--- config.mk ---
export PLATFORM = sky130hd
export DESIGN_NAME = cipher_xfer_ctrl
export DESIGN_NICKNAME = d
export VERILOG_FILES = /design/src/rtl/cipher_xfer_ctrl.sv
export SDC_FILE = /design/constraint.sdc
export NUM_CORES = 1
export LEC_CHECK = 0
export BUFFER_PORTS_ARGS = -buffer_cell sky130_fd_sc_hd__clkbuf_2
export CORE_MARGIN = 3
export CORE_UTILIZATION = 54
export CTS_CLUSTER_DIAMETER = 50
export DETAILED_ROUTE_END_ITERATION = 16
export GPL_ROUTABILITY_DRIVEN = 0
export PLACE_DENSITY = 0.82
export SLEW_MARGIN = 30
export SYNTH_ARGS = -nofsm -noshare
export SYNTH_HDL_FRONTEND = slang
export SYNTH_SLANG_ARGS = --single-unit
--- constraint.sdc ---
create_clock -name clk -period 4 [get_ports clk]
set_input_delay 0.6 -clock clk [delete_from_list [all_inputs] [get_ports clk]]
set_output_delay 0.6 -clock clk [all_outputs]
set_load 0.01 [all_outputs]
--- src/rtl/cipher_xfer_ctrl.sv ---
// Job sequencer: loads keyboard characters into CPU memory, runs the CPU, reads results back.
// Optional macro XFER_SKIP_BLANK_EN maps bytes below 8'h21 to 8'h20 in both directions.
module cipher_xfer_ctrl #(
   parameter int N_CHARS   = 108,
   parameter int ADDR_W    = 12,
   parameter int WR_BASE   = 3000,
   parameter int RD_BASE   = 3500,
   parameter int CFG_ADDR  = 2999,
   parameter int TIMEOUT_W = 20
) (
   input  logic              clk,
   input  logic              reset,
   input  logic              start_enc,
   input  logic              start_dec,
   input  logic [4:0]        shift_amt,
   output logic [6:0]        buf_rd_addr,
   input  logic [7:0]        buf_rd_data,
   output logic [ADDR_W-1:0] mem_addr,
   output logic [31:0]       mem_wdata,
   output logic              mem_we,
   output logic              mem_re,
   input  logic [31:0]       mem_rdata,
   output logic [1:0]        cpu_en,
   output logic [1:0]        program_sel,
   input  logic              cpu_done,
   output logic              rb_we,
   output logic [6:0]        rb_addr,
   output logic [7:0]        rb_data,
   output logic              busy,
   output logic              done,
   output logic              timeout
);

   typedef enum logic [2:0] {IDLE, LOAD, CFG, RUN, READ, RWAIT, DONE} state_t;

   localparam logic [6:0]        LAST_IDX = 7'(N_CHARS - 1);
   localparam logic [ADDR_W-1:0] WR_A     = ADDR_W'(WR_BASE);
   localparam logic [ADDR_W-1:0] RD_A     = ADDR_W'(RD_BASE);
   localparam logic [ADDR_W-1:0] CFG_A    = ADDR_W'(CFG_ADDR);

   if ((N_CHARS < 1) || (N_CHARS > 128) ||
       (WR_BASE + N_CHARS > 2**ADDR_W) || (RD_BASE + N_CHARS > 2**ADDR_W) ||
       (CFG_ADDR >= 2**ADDR_W)) begin : g_param_check
      $error("cipher_xfer_ctrl: character regions do not fit the address space");
   end

   function automatic logic [7:0] blank_fix(input logic [7:0] ch);
`ifdef XFER_SKIP_BLANK_EN
      return (ch < 8'h21) ? 8'h20 : ch;
`else
      return ch;
`endif
   endfunction

   state_t                state_q, state_d;
   logic [6:0]            idx_q, idx_d;
   logic [TIMEOUT_W-1:0]  wd_q, wd_d;
   logic [1:0]            prog_q, prog_d;
   logic [4:0]            shift_q, shift_d;
   logic                  timeout_q, timeout_d;
   logic [1:0]            cpu_en_q, cpu_en_d;
   logic [ADDR_W-1:0]     mem_addr_q, mem_addr_d;
   logic [31:0]           mem_wdata_q, mem_wdata_d;
   logic                  mem_we_q, mem_we_d;
   logic                  mem_re_q, mem_re_d;
   logic                  rb_we_q, rb_we_d;
   logic [6:0]            rb_addr_q, rb_addr_d;
   logic                  busy_q, busy_d;
   logic                  done_q, done_d;
   logic                  unused_rdata_hi;

   always_comb begin
      // NOTE: every signal assigned here gets a default first, so no path can infer a latch.
      state_d   = state_q;
      idx_d     = idx_q;
      wd_d      = wd_q;
      prog_d    = prog_q;
      shift_d   = shift_q;
      timeout_d = timeout_q;

      case (state_q)
         IDLE: begin
            if (start_enc || start_dec) begin
               prog_d    = start_enc ? 2'b01 : 2'b10;
               shift_d   = shift_amt;
               timeout_d = 1'b0;
               idx_d     = '0;
               state_d   = LOAD;
            end
         end
         LOAD: begin
            if (idx_q == LAST_IDX) begin
               idx_d   = '0;
               state_d = CFG;
            end else begin
               idx_d = idx_q + 7'd1;
            end
         end
         CFG: begin
            wd_d    = '0;
            state_d = RUN;
         end
         RUN: begin
            // The first RUN cycle has wd_q == 0; a done flag left over from the last job is ignored there.
            if (cpu_done && (wd_q != '0)) begin
               idx_d   = '0;
               state_d = READ;
            end else if (wd_q == '1) begin
               timeout_d = 1'b1;
               idx_d     = '0;
               state_d   = READ;
            end else begin
               wd_d = wd_q + 1'b1;
            end
         end
         READ:  state_d = RWAIT;
         RWAIT: begin
            if (idx_q == LAST_IDX) begin
               state_d = DONE;
            end else begin
               idx_d   = idx_q + 7'd1;
               state_d = READ;
            end
         end
         DONE:    state_d = IDLE;
         default: state_d = IDLE;
      endcase

      // Registered outputs are decoded from the next state so they line up with the state they belong to.
      cpu_en_d    = 2'b00;
      mem_addr_d  = '0;
      mem_wdata_d = '0;
      mem_we_d    = 1'b0;
      mem_re_d    = 1'b0;
      rb_we_d     = 1'b0;
      rb_addr_d   = '0;
      case (state_d)
         LOAD: begin
            cpu_en_d    = 2'b01;
            mem_we_d    = 1'b1;
            mem_addr_d  = WR_A + ADDR_W'(idx_d);
            mem_wdata_d = {24'b0, blank_fix(buf_rd_data)};
         end
         CFG: begin
            cpu_en_d    = 2'b01;
            mem_we_d    = 1'b1;
            mem_addr_d  = CFG_A;
            mem_wdata_d = {25'b0, prog_d, shift_d};
         end
         RUN:  cpu_en_d = 2'b10;
         READ: begin
            mem_re_d   = 1'b1;
            mem_addr_d = RD_A + ADDR_W'(idx_d);
         end
         RWAIT: begin
            rb_we_d   = 1'b1;
            rb_addr_d = idx_d;
         end
         default: ;
      endcase
      busy_d = (state_d != IDLE);
      done_d = (state_d == DONE);
   end

   // NOTE: sequential state uses non-blocking assignments so every flop samples pre-edge values.
   always_ff @(posedge clk or negedge reset) begin
      if (!reset) begin
         state_q     <= IDLE;
         idx_q       <= '0;
         wd_q        <= '0;
         prog_q      <= 2'b00;
         shift_q     <= '0;
         timeout_q   <= 1'b0;
         cpu_en_q    <= 2'b00;
         mem_addr_q  <= '0;
         mem_wdata_q <= '0;
         mem_we_q    <= 1'b0;
         mem_re_q    <= 1'b0;
         rb_we_q     <= 1'b0;
         rb_addr_q   <= '0;
         busy_q      <= 1'b0;
         done_q      <= 1'b0;
      end else begin
         state_q     <= state_d;
         idx_q       <= idx_d;
         wd_q        <= wd_d;
         prog_q      <= prog_d;
         shift_q     <= shift_d;
         timeout_q   <= timeout_d;
         cpu_en_q    <= cpu_en_d;
         mem_addr_q  <= mem_addr_d;
         mem_wdata_q <= mem_wdata_d;
         mem_we_q    <= mem_we_d;
         mem_re_q    <= mem_re_d;
         rb_we_q     <= rb_we_d;
         rb_addr_q   <= rb_addr_d;
         busy_q      <= busy_d;
         done_q      <= done_d;
      end
   end

   // Read data is already registered by the memory; forwarding it lets the buffer write land
   // in RWAIT itself, so it never overlaps the next read strobe.
   assign rb_data         = rb_we_q ? blank_fix(mem_rdata[7:0]) : 8'h00;
   assign unused_rdata_hi = ^mem_rdata[31:8];

   assign buf_rd_addr = idx_d;
   assign mem_addr    = mem_addr_q;
   assign mem_wdata   = mem_wdata_q;
   assign mem_we      = mem_we_q;
   assign mem_re      = mem_re_q;
   assign cpu_en      = cpu_en_q;
   assign program_sel = prog_q;
   assign rb_we       = rb_we_q;
   assign rb_addr     = rb_addr_q;
   assign busy        = busy_q;
   assign done        = done_q;
   assign timeout     = timeout_q;

endmodule

==> impl_metrics.toml <==
[power]
pwr-share-clk_pct = 31.3
netSwitchingFraction_pct = 31.9
p_int_mw = 1.39
seqPwrFrac_pct = 43.1
power.density_nw_per_um2 = 491
power_frac_comb_pct = 25.5
power_mw = 2.05
power_switching_mw = 0.653
p_leak_nw = 2.06
ir_drop_mv = 0.404

[hold_path]
hp-class = "in2async"

[timing]
rsz0062_at_grt = "false"
relSlewSlack_pct = 40.8
tightestPinTransition_ps = 879
tns_ps = 0
timing.fmax_mhz = 282
setup_viol = 0
fin_crit_sh_pct = 88.6
skew_ps = 12.2
finalCriticalPeriod_ps = 3540
hold_viol = 0
slew_violations = 0

[setup_path]
crit_type = "reg2out"
critPathLaunch = "idx_q[0]"
end_kind = "output port"
worstRegToRegCells = 13
critPathSlowestCell = "a21oi_1"
cp-endpoint = "buf_rd_addr[3]"
slowest_delay_ps = 410
path_cells = "ha_1 > nand2_1 > nor4_2 > buf_4 > inv_1 > o21ai_0 > o21ai_0 > a21oi_1 > inv_1 > clkbuf_2"
worst-path-buf-inv = 4
worstPathRequired_ps = 3400
crit_cells = 10
worst_setup_path_start_kind = "register"
worst_path_dominant_cell_family = "compound AO/OA/AOI/OAI gates"
worstPathArrival_ps = 2940
reg2reg_from = "idx_q[0]"
path_max_fanout = 13
r2r_setup_slack_ps = 720
r2r_end = "mem_addr[7]"

[synth]
postSynthCellCount = 360
synth_edf_count = 0
yosysSeqAreaShare_pct = 49.7
synth_area_leaders = "dfrtp_1 50%, buf_4 5.3%, nand2_1 4.1%"
synth_top_area_share_pct = 49.7
ys.flop_type = "dfrtp_1"
yosysWarnings = 0
synth_async_sr_flop_share_pct = 100
yosys.area.top_type = "dfrtp_1"
netlist_area_sq_um = 3570
ys_seq_elements = 71
synth_cell_types = 56
syn_avg_cell_area_sq_um = 9.93

[routing]
drt_first_pass_iters = 4
viasPerCell = 5.43
final_antenna_net_count = 0
route.detailed.drc = 0
vias = 2820
routed_wl_mm = 7.56
drtIter0Drc = 135
wl_per_cell_microns = 14.6

[cts]
cts_max_level = 3
post_cts_buffers = 0
hold_buffers = 0
clkTransAtPathRegs_ps = 80
ctsRootBufferMaster = "clkbuf_8"
cts_buffers = 9
numClockSinks = 71
cts-resized-gates = 0
cts_tree = "yes"
clockBufferDepth = 2
clk_latency_ps = 350

[layout]
final_cells = 519
antennaDiodeCount = 0
nFillCells = 507
syn_to_final_growth_pct = 16.5
fin_util_pct = 65.2
layout.nets = 494
drive_gt1_share_pct = 27.1

[placed_design]
hpwl_mm = 5.56
placed_cells = 503
portBuffers = 77

[grt]
grt_pass1_vias = 2686
track_usage_pct = 21.0
grt_pass1_wl_mm = 12.5
antenna_found_initial = 0
grt_overflow = 0
grt_max_degree = 43

[die]
die_area_sq_um = 7630
die_h_microns = 87.3
num_rows = 29
die_w_microns = 87.3
pin_count = 126
core_sq_um = 6390
initial_core_util_pct = 56.0

[outcome]
outcome = "finished clean"

[run]
maxCapViolations = 0
[layer usage]
metal	vias up	global-route usage, %	share of wire [%]
li1	1342	-	-
met1	1399	26.4	42
met2	63	34.2	51
met3	16	5.87	4.3
met4	0	8.65	2.0
met5	-	0	0
[power by group through the flow]
stage	Sequential [mW]	Combinational, mW	Clock, mW
after floorplan	0.899	0.345	0
after global placement	0.889	0.498	0
after detailed placement	0.895	0.514	0
after CTS	0.881	0.523	0.656
after global routing	0.892	0.579	0.685
final	0.882	0.522	0.641
[cell families (layout without fill, tap and decap cells)]
| group | after synthesis | in the layout | share of synthesized area, % |
|---|---|---|---|
| adders and majority gates | 7 | 7 | 2.45 |
| xor gates and xnor gates | 21 | 21 | 5.15 |
| and+or+nand+nor | 141 | 141 | 20.9 |
| AOI/OAI and AO/OA | 57 | 57 | 11.2 |
| other | 1 | 24 | 0.105 |
| muxes | 5 | 5 | 1.58 |
| DFF | 71 | 71 | 49.7 |
| buffers and inverters | 57 | 116 | 8.93 |
[cell usage in the layout (no fill, tap or decap), drive strengths merged, types with 3 or more instances in the layout]
master and instances:
clkbuf 86, dfrtp 71, nand2 39, nor2 28
conb 24, inv 19, o21ai 19, nand3 13
nand4 12, a21oi 12, and2 12, xor2 11
xnor2 10, nor3 9, or3 7, ha 7
and3 6, mux2 5, buf 5, nor4 5
or2 3, a31oi 3, o211ai 3, clkinv 3
a211oi 3
[state kept, by name, summed over array words and instances (netlist names)]
name / cells
program_sel: 2
wd_q: 20
timeout: 1
rb_addr: 7
mem_re: 1
done: 1
state_q: 3
shift_q: 5
busy: 1
cpu_en: 2
rb_we: 1
mem_wdata: 8
idx_q: 7
mem_addr: 12
[cell usage after synthesis, drive strengths merged, types with 2 or more instances]
library cell	instances
nand4	12
xnor2	10
a211oi	3
inv	19
nor2b	2
mux2	5
o21ai	19
clkbuf	9
a31oi	3
a21oi	12
nor3	9
or2	3
nor4	5
dfrtp	71
nand3	13
and3	6
and2	12
or3	7
a22oi	2
nand2	39
o31ai	2
nor2	28
o211ai	3
a41oi	2
o21a	2
xor2	11
buf	29
ha	7
[final cells by class]
cell class,instances,area (sq um),area share [%]
well taps,77,96.3,2.31
repair buffers,81,418,10.0
multi-input cells,255,1570,37.7
flip-flops and latches,71,1780,42.7
clock inverters,6,93.8,2.25
clock buffers,10,138,3.31
inverters,19,71.3,1.71
[stage by stage]
stage	setup slack (ps)	hold WS [ps]	area, sq um
3_3_place_gp	927	491	3930
5_1_grt	201	252	4160
4_1_cts	445	409	4160
6_report	458	230	4160
2_1_floorplan	1320	304	3660
3_5_place_dp	792	498	3930
[worst min path at each step]
stage                          start     endpoint  slack (ps)
after floorplan                reset         busy         300
after global placement    shift_q[3]   shift_q[3]         490
after detailed placement  shift_q[3]   shift_q[3]         500
after CTS                      reset   rb_addr[4]         410
after global routing           reset  mem_addr[7]         250
final                          reset   rb_addr[4]         230
Power figures use the tool's default switching activity.
